File: src/rtl/mips_control_sequencer_if.sv
// rtl/mips_control_sequencer_if.sv - instruction fetch request/valid bus
interface mips_control_sequencer_if;
   logic        instrReq;
   logic [31:0] instrAddr;
   logic        instrValid;
   logic [31:0] instrData;

   modport master (
      output instrReq,
      output instrAddr,
      input  instrValid,
      input  instrData
   );

   modport slave (
      input  instrReq,
      input  instrAddr,
      output instrValid,
      output instrData
   );
endinterface

File: src/rtl/mips_control_sequencer.sv
// rtl/mips_control_sequencer.sv - multi-cycle fetch/control sequencer for the MIPS datapath
module mips_control_sequencer #(
   parameter logic [31:0] RESET_PC = 32'h0000_0000
) (
   input  logic                      clk,
   input  logic                      resetN,
   input  logic                      run,
   mips_control_sequencer_if.master  imem,
   input  logic                      aluZero,
   output logic [31:0]               pc,
   output logic [31:0]               instruction,
   output logic                      RegDst,
   output logic                      ALUSrc,
   output logic                      MemtoReg,
   output logic                      MemRead,
   output logic                      MemWrite,
   output logic                      RegWrite,
   output logic [3:0]                ALUCtrl,
   output logic                      instrDone,
   output logic                      halted
);

   localparam logic [2:0] S_IDLE   = 3'd0;
   localparam logic [2:0] S_FETCH  = 3'd1;
   localparam logic [2:0] S_DECODE = 3'd2;
   localparam logic [2:0] S_EXEC   = 3'd3;
   localparam logic [2:0] S_MEM    = 3'd4;
   localparam logic [2:0] S_WB     = 3'd5;
   localparam logic [2:0] S_HALT   = 3'd6;

   localparam logic [2:0] C_R    = 3'd0;
   localparam logic [2:0] C_LW   = 3'd1;
   localparam logic [2:0] C_SW   = 3'd2;
   localparam logic [2:0] C_ADDI = 3'd3;
   localparam logic [2:0] C_BEQ  = 3'd4;
   localparam logic [2:0] C_J    = 3'd5;
   localparam logic [2:0] C_ILL  = 3'd6;

   typedef struct packed {
      logic [2:0] cls;
      logic       reg_dst;
      logic       alu_src;
      logic       mem_to_reg;
      logic [3:0] alu_ctrl;
   } dec_t;

   function automatic dec_t decode(input logic [31:0] w);
      dec_t d;
      d     = '0;
      d.cls = C_ILL;
      case (w[31:26])
         6'h00: begin
            d.cls     = C_R;
            d.reg_dst = 1'b1;
            case (w[5:0])
               6'h20:   d.alu_ctrl = 4'b0010;
               6'h22:   d.alu_ctrl = 4'b0110;
               6'h24:   d.alu_ctrl = 4'b0000;
               6'h25:   d.alu_ctrl = 4'b0001;
               6'h2A:   d.alu_ctrl = 4'b0111;
               6'h27:   d.alu_ctrl = 4'b1100;
               default: d.cls      = C_ILL;
            endcase
         end
         6'h23: begin
            d.cls        = C_LW;
            d.alu_ctrl   = 4'b0010;
            d.alu_src    = 1'b1;
            d.mem_to_reg = 1'b1;
         end
         6'h2B: begin
            d.cls      = C_SW;
            d.alu_ctrl = 4'b0010;
            d.alu_src  = 1'b1;
         end
         6'h08: begin
            d.cls      = C_ADDI;
            d.alu_ctrl = 4'b0010;
            d.alu_src  = 1'b1;
         end
         6'h04: begin
            d.cls      = C_BEQ;
            d.alu_ctrl = 4'b0110;
         end
         6'h02:   d.cls = C_J;
         default: d.cls = C_ILL;
      endcase
      return d;
   endfunction

   logic [2:0]  state;
   logic [2:0]  cls;
   dec_t        fetch_dec;
   logic [31:0] br_off;

   assign fetch_dec      = decode(imem.instrData);
   assign br_off         = {{14{instruction[15]}}, instruction[15:0], 2'b00};
   assign imem.instrAddr = pc;

   // Outputs are registered: each is written on the edge that enters the state it belongs to.
   always_ff @(posedge clk or negedge resetN) begin
      if (!resetN) begin
         state       <= S_IDLE;
         pc          <= RESET_PC;
         instruction <= '0;
         cls         <= C_ILL;
         RegDst      <= 1'b0;
         ALUSrc      <= 1'b0;
         MemtoReg    <= 1'b0;
         ALUCtrl     <= '0;
         MemRead     <= 1'b0;
         MemWrite    <= 1'b0;
         RegWrite    <= 1'b0;
         imem.instrReq <= 1'b0;
         instrDone   <= 1'b0;
         halted      <= 1'b0;
      end else begin
         MemRead   <= 1'b0;
         MemWrite  <= 1'b0;
         RegWrite  <= 1'b0;
         instrDone <= 1'b0;
         case (state)
            S_IDLE: begin
               if (run) begin
                  state         <= S_FETCH;
                  imem.instrReq <= 1'b1;
               end
            end
            S_FETCH: begin
               if (imem.instrValid) begin
                  instruction   <= imem.instrData;
                  pc            <= pc + 32'd4;
                  cls           <= fetch_dec.cls;
                  RegDst        <= fetch_dec.reg_dst;
                  ALUSrc        <= fetch_dec.alu_src;
                  MemtoReg      <= fetch_dec.mem_to_reg;
                  ALUCtrl       <= fetch_dec.alu_ctrl;
                  imem.instrReq <= 1'b0;
                  instrDone     <= (fetch_dec.cls == C_J);
                  state         <= S_DECODE;
               end
            end
            S_DECODE: begin
               if (cls == C_ILL) begin
                  state  <= S_HALT;
                  halted <= 1'b1;
               end else if (cls == C_J) begin
                  pc            <= {pc[31:28], instruction[25:0], 2'b00};
                  state         <= run ? S_FETCH : S_IDLE;
                  imem.instrReq <= run;
               end else begin
                  state     <= S_EXEC;
                  instrDone <= (cls == C_BEQ);
               end
            end
            S_EXEC: begin
               case (cls)
                  C_BEQ: begin
                     if (aluZero) pc <= pc + br_off;
                     state         <= run ? S_FETCH : S_IDLE;
                     imem.instrReq <= run;
                  end
                  C_LW: begin
                     state   <= S_MEM;
                     MemRead <= 1'b1;
                  end
                  C_SW: begin
                     state     <= S_MEM;
                     MemWrite  <= 1'b1;
                     instrDone <= 1'b1;
                  end
                  default: begin
                     state     <= S_WB;
                     RegWrite  <= 1'b1;
                     instrDone <= 1'b1;
                  end
               endcase
            end
            S_MEM: begin
               if (cls == C_LW) begin
                  state     <= S_WB;
                  MemRead   <= 1'b1;
                  RegWrite  <= 1'b1;
                  instrDone <= 1'b1;
               end else begin
                  state         <= run ? S_FETCH : S_IDLE;
                  imem.instrReq <= run;
               end
            end
            S_WB: begin
               state         <= run ? S_FETCH : S_IDLE;
               imem.instrReq <= run;
            end
            S_HALT: ;
            default: state <= S_IDLE;
         endcase
      end
   end

endmodule
File: src/flat_wrapper.sv
// flat-port wrapper written by rule: the top's interface ports become plain ports
module mips_control_sequencer_flat 
#(
   parameter logic [31:0] RESET_PC = 32'h0000_0000
)
  (clk, resetN, run, aluZero, pc, instruction, RegDst, ALUSrc, MemtoReg, MemRead, MemWrite, RegWrite, ALUCtrl, instrDone, halted, imem_instrReq, imem_instrAddr, imem_instrValid, imem_instrData);
  mips_control_sequencer_if imem_i ();
  input  logic clk;
  input  logic resetN;
  input  logic run;
  input  logic aluZero;
  output logic [31:0] pc;
  output logic [31:0] instruction;
  output logic RegDst;
  output logic ALUSrc;
  output logic MemtoReg;
  output logic MemRead;
  output logic MemWrite;
  output logic RegWrite;
  output logic [3:0] ALUCtrl;
  output logic instrDone;
  output logic halted;
  output wire logic [$bits(imem_i.instrReq)-1:0] imem_instrReq;
  output wire logic [$bits(imem_i.instrAddr)-1:0] imem_instrAddr;
  input wire logic [$bits(imem_i.instrValid)-1:0] imem_instrValid;
  input wire logic [$bits(imem_i.instrData)-1:0] imem_instrData;
  assign imem_instrReq = imem_i.instrReq;
  assign imem_instrAddr = imem_i.instrAddr;
  assign imem_i.instrValid = imem_instrValid;
  assign imem_i.instrData = imem_instrData;
  mips_control_sequencer #(.RESET_PC(RESET_PC)) u_core (.clk(clk), .resetN(resetN), .run(run), .imem(imem_i), .aluZero(aluZero), .pc(pc), .instruction(instruction), .RegDst(RegDst), .ALUSrc(ALUSrc), .MemtoReg(MemtoReg), .MemRead(MemRead), .MemWrite(MemWrite), .RegWrite(RegWrite), .ALUCtrl(ALUCtrl), .instrDone(instrDone), .halted(halted));
endmodule
File: config.mk
export PLATFORM = sky130hd
export DESIGN_NAME = mips_control_sequencer_flat
export DESIGN_NICKNAME = d
export VERILOG_FILES = /design/src/rtl/mips_control_sequencer_if.sv /design/src/rtl/mips_control_sequencer.sv /design/src/flat_wrapper.sv
export SDC_FILE = /design/constraint.sdc
export NUM_CORES = 1
export LEC_CHECK = 0
export ABC_CLOCK_PERIOD_IN_PS = 4400
export CORE_MARGIN = 1.5
export CORE_UTILIZATION = 45
export DETAILED_ROUTE_END_ITERATION = 12
export GPL_ROUTABILITY_DRIVEN = 0
export PLACE_DENSITY = 0.75
export SYNTH_ARGS = -nofsm -noshare
export SYNTH_HDL_FRONTEND = slang
export SYNTH_SLANG_ARGS = --single-unit
File: constraint.sdc
create_clock -name clk -period 4.4 [get_ports clk]
set_clock_uncertainty 0.2 [all_clocks]
set_input_delay 0.44 -clock clk [delete_from_list [all_inputs] [get_ports clk]]
set_output_delay 0.44 -clock clk [all_outputs]
set_load 0.03 [all_outputs]
## Word level (Yosys, flattened, before mapping)

Index checks and enable logic that the tools add are counted.

- Add/subtract/negate cells: 2
- Equality and inequality tests: 30
- Reduce and logical (&&, ||, !) cells: 17
- Mux-type cells: 39
- Bitwise operators: 2

Operators with widths:

| operator | count |
|---|---|
| $mux W32 | 4 |
| $pmux W32 S3 | 1 |
| $eq A6 B6 Y1 const B | 8 |
| $add A32 B3 Y32 const B | 1 |
| $add A32 B32 Y32 | 1 |
| $mux W28 | 1 |
| $eq A3 B3 Y1 const B | 7 |
| $pmux W3 S7 | 1 |
| $pmux W4 S5 | 1 |
| $mux W1 | 19 |
| $mux W3 | 6 |
| $pmux W3 S6 | 1 |
| $pmux W4 S3 | 1 |
| $ne A2 B2 Y1 const B | 5 |
| $eq A3 B2 Y1 const B | 3 |
| $reduce_and A7 Y1 | 1 |
| $eq A3 B1 Y1 const B | 2 |
| $eq A6 B2 Y1 const B | 1 |
| $eq A6 B3 Y1 const B | 1 |
| $eq A6 B4 Y1 const B | 1 |
| $logic_not A6 Y1 | 1 |
| $pmux W1 S6 | 1 |
| $pmux W3 S2 | 1 |
| $reduce_and A6 Y1 | 1 |
| 14 further kinds | 20 |

- Register bits after elaboration: 83
- Input port bits: 37
- Word-level logic and storage cells: 105
- Output and inout port bits: 109

## Depth between registers and ports, before layout

- Word-level depth: 7
- Depth in mapped cells: 14
- Gate-level depth less buffers: 13

## Least setup slack after synthesis

Ideal clock, no wire load.

- Kind: register to register
- Start point: register u_core.state[0]
- End point: register u_core.pc[28], in the netlist u_core.imem.instrAddr[28]
- Arrival time: 3.323 ns
- Stages on the path, launching flop included: 15
- Buffers on the path: 4
- Slack: 0.745 ns
- Required time: 4.068 ns
- Path through: dfrtp_1 > clkbuf_1 > clkbuf_1 > clkbuf_1 > and3_1 > ha_1 > buf_2 > a21o_1 > a221oi_1 > o21ai_1 > a211o_2 > a221o_1 > o31ai_2 > xor2_1 > a21oi_1

- Word-level cells in the longest chain between the ends: 3
- Elaborated cells between the ends (all ways): 10

RTL lines:

| item | RTL line | source |
|---|---|---|
| start: declaration | mips_control_sequencer.sv:91 | `logic [2:0] state;` |
| start signal: assignment | mips_control_sequencer.sv:149 | `state <= run ? S_FETCH : S_IDLE;` |
| start signal: assignment | mips_control_sequencer.sv:160 | `state <= run ? S_FETCH : S_IDLE;` |
| start signal: assignment | mips_control_sequencer.sv:186 | `state <= run ? S_FETCH : S_IDLE;` |
| $eq A3 B2 Y1 or $eq A3 B1 Y1 (tied branches) | mips_control_sequencer.sv:122 | `case (state)` |
| $ne A2 B1 Y1 (no source line) (tied with other cells) | -- |  |
| $reduce_and A5 Y1 (no source line) | -- |  |
| end signal: assignment | mips_control_sequencer.sv:132 | `pc <= pc + 32'd4;` |
| end signal: assignment | mips_control_sequencer.sv:148 | `pc <= {pc[31:28], instruction[25:0], 2'b00};` |
| end signal: assignment | mips_control_sequencer.sv:159 | `if (aluZero) pc <= pc + br_off;` |
| end: declaration | mips_control_sequencer.sv:10 | `output logic [31:0] pc,` |

Parallel ways exist; a longest one is shown, timed or not.
A chain may end at the register's enable or synchronous reset.

## Worst setup path after layout

- Start point: register u_core.state[1]
- End point: register u_core.pc[31], in the netlist u_core.imem.instrAddr[31]

Same word-level chain as after synthesis.

==> out/results.tsv <==
stage	metric	value	unit
status	status	completed	
die	initial_core_util	46.07	%
critical_path	worstPathArrival	4010	ps
run	max_cap_violations	0	
logic_synthesis	synthFlopType	dfrtp_1	
global_routing	grt.total_usage	23.79	%
global_routing	met2_usage	40.20	%
logic_synthesis	ys_seq_elements	81	
die	ios	146	
critical_path	timing.rr.start	u_core.state[1]$_DFFE_PN0P_	
global_routing	grt_max_degree	82	
logic_synthesis	synth-async-reset-ratio	100.0	%
cells_and_area	fillers	1043	
critical_path	critPathKind	reg -> reg	
pwr	leakagePower	3.329	nW
place	place.detailed.hpwl	11000	um
logic_synthesis	yosys_warnings	0	
sta	finalSetupViolations	0	
sta	period_share	89.79	%
routing	routedWlPerCell	16.20	um
die	num_rows	40	
critical_path	critPathMaxFanout	17	
logic_synthesis	yosys.area.top_type	dfrtp_1	
pwr	vdd_drop_max	392.0	uV
global_routing	met1_usage	30.35	%
critical_path	startpoint_type	flip-flop	
clocking	cts_tree	yes	
cells_and_area	multi_input_area	3082	um2
sta	rsz0062_at_grt	false	
cells_and_area	drive_above_1_share	4.798	%
sta	slew_headroom	31.17	%
logic_synthesis	synth.area.top_cells	dfrtp_1 (36%), nand2_1 (11%), ha_1 (6.6%)	
sta	worst_slew_pin_slew	1032	ps
global_routing	grt_pass1_wl	24810	um
cells_and_area	num_antenna_cells	0	
clocking	clk-insertion-delay-late	340	ps
critical_path	startpoint	u_core.state[1]$_DFFE_PN0P_	
cells_and_area	nNetsFinal	854	
sta	final.min_clock_period	3951	ps
routing	routed_wl	15220	um
routing	routed_via_density	5.699	
logic_synthesis	syn_inst	691	
critical_path	cp_slowest_cell	dfrtp_1	
critical_path	path_cells	nor2b_1 -> buf_4 -> and3_1 -> buf_4 -> ha_1 -> a21o_1 -> a2111oi_0 -> o21bai_1 -> a211o_1 -> a41oi_1 -> mux2i_1 -> xnor2_1	
sta	fin_setup_tns	0	ps
routing	ant_nets	0	
logic_synthesis	synth_top_area_share	35.72	%
routing	drtIter0Drc	329	
die	die_w	113.9	um
logic_synthesis	synth_edf_count	0	
global_routing	grt_pass1_vias	5127	
die	die_area	12970	um2
clocking	cts_setup_buffers	0	
global_routing	antenna_found_initial	0	
clocking	cts_resized	0	
sta	timing.fmax	253.1	MHz
pwr	p_per_area	821.9	nW/um2
global_routing	grt_use_met3	4.623	%
critical_path	max_stage_delay	610	ps
routing	num_vias	5351	
logic_synthesis	avgSynthCellArea	8.009	um2
routing	drc	0	
critical_path	critPathCaptureType	flip-flop	
cells_and_area	syn2layout_area_growth	28.49	%
clocking	cts.sinks	81	
global_routing	top_usage_layer	met2	
logic_synthesis	synth.distinct_cells	60	
place	dpl-instance-area	6817	um2
clocking	clkTransAtPathRegs	60	ps
pwr	power.total	5.844	mW
global_routing	grt_overflow	0	
place	portBuffers	141	
critical_path	cp.required	4460	ps
critical_path	path_buf_inv	2	
clocking	numCtsBuffers	9	
critical_path	crit_path_frequent_cell	buf_4	
sta	drv_slew	0	
critical_path	cp_top_family	compound AO/OA/AOI/OAI gates	
min_path	hp-class	in -> async	
die	die-height	113.9	um
logic_synthesis	seq_area_frac_synth	36.67	%
die	core_area	12010	um2
clocking	htreeDepth	3	
cells_and_area	register_area	2029	um2
routing	drtPass1Iterations	5	
cells_and_area	stdcell_area	7111	um2
clocking	root_buffer	clkbuf_16	
clocking	clockBufferDepth	2	
clocking	holdBufCountCts	0	
sta	hold_viol_final	0	
logic_synthesis	synth_area	5534	um2
worst register-to-register path: stages, from the launching register on:
cell and delay, ps:
dfrtp_1 610, nor2b_1 220, buf_4 230, and3_1 340, buf_4 230, ha_1 310
a21o_1 190, a2111oi_0 450, o21bai_1 130, a211o_1 310, a41oi_1 210, mux2i_1 280
xnor2_1 140
kinds of logic after synthesis:
family,after synthesis,synth area share (%)
compound gates,174,19.62
xor+xnor,26,4.115
fa+ha+maj,30,6.918
buf+inv,80,7.845
flops,81,36.67
mux,4,0.7461
other cells,1,0.06776
simple gates,295,24.01
synth_stat cells (7+ instances only):
master	instances
and2_1	7
xor2_1	13
inv_1	12
a21o_1	14
o21ai_0	40
nor3_1	8
a31oi_1	19
nand3_1	18
and3_1	23
nand2_1	163
xnor2_1	13
nor2_1	41
clkbuf_1	26
a21oi_1	58
dfrtp_1	79
ha_1	29
buf_4	34
report_power, final:
| group | total [mW] | leakage, nW | switching, mW | internal [mW] |
|---|---|---|---|---|
| Sequential | 1.41 | 0.971 | 0.353 | 1.06 |
| Clock | 0.737 | 0.149 | 0.295 | 0.442 |
| Combinational | 3.70 | 2.21 | 2.21 | 1.49 |
metrics by stage:
step	hold WS (ps)	utilization, %	setup slack [ps]	instances
after global routing	167.0	59.20	240.4	939
final	79.02	59.20	449.3	939
after CTS	124.4	59.20	537.8	939
after global placement	257.0	56.75	707.3	923
after detailed placement	261.6	56.75	619.9	923
after floorplan	-55.59	-	744.7	694
cell usage in the layout (no fill, tap or decap), types with 3 or more instances in the layout:
master / count
nand2_1: 163
clkdlybuf4s50_1: 140
dfrtp_1: 79
a21oi_1: 58
nor2_1: 41
o21ai_0: 40
ha_1: 29
and3_1: 23
a31oi_1: 19
nand3_1: 18
a21o_1: 14
xor2_1: 13
xnor2_1: 13
inv_1: 12
buf_4: 10
clkbuf_16: 9
nor3_1: 8
and2_1: 7
nand2b_1: 6
or3_1: 6
nand4_1: 6
o21bai_1: 6
o211ai_1: 5
nor4_1: 4
o21a_1: 4
conb_1: 4
clkbuf_8: 4
a221o_1: 3
nor2b_1: 3
a32o_1: 3
mux2i_1: 3
metal layers:
layer | wire [um] | up-vias
met5 | 0 | -
met4 | 350 | 0
met3 | 1009 | 32
met2 | 7421 | 202
met1 | 6433 | 2546
li1 | - | 2571
layout make-up:
type / count / area share [%]
flip-flops and latches: 81 / 28.54
inverters: 12 / 0.6335
multi-input cells: 533 / 43.34
repair buffers: 150 / 20.76
clock buffers: 14 / 3.994
well taps: 147 / 2.587
clock inverters: 2 / 0.1408
flip-flops by register name, summed over array words and instances, names as in the netlist:
register / cells
u_core.ALUCtrl: 4
u_core.ALUSrc: 1
u_core.MemRead: 1
u_core.MemWrite: 1
u_core.MemtoReg: 1
u_core.RegDst: 1
u_core.RegWrite: 1
u_core.cls: 3
u_core.halted: 1
u_core.imem.instrAddr: 30
u_core.imem.instrReq: 1
u_core.instrDone: 1
u_core.instruction: 32
u_core.state: 3
final timing paths:
| check | cells after the start | end | slack [ps] |
|---|---|---|---|
| worst min-delay path | 1 | u_core.instruction[20]$_DFFE_PN0P_ | 80 |
| worst max-delay path | 12 | u_core.imem.instrAddr[31]$_DFFE_PN0P_ | 450 |
| worst min register to register | 2 | u_core.ALUCtrl[0]$_DFFE_PN0P_ | 280 |
| max in group asynchronous | 1 | u_core.imem.instrAddr[10]$_DFFE_PN0P_ | 3280 |
| min in group clk | 2 | u_core.ALUCtrl[0]$_DFFE_PN0P_ | 280 |
| worst max register to register | 12 | u_core.imem.instrAddr[31]$_DFFE_PN0P_ | 450 |
Note: power is estimated with default switching activity, not from simulation.
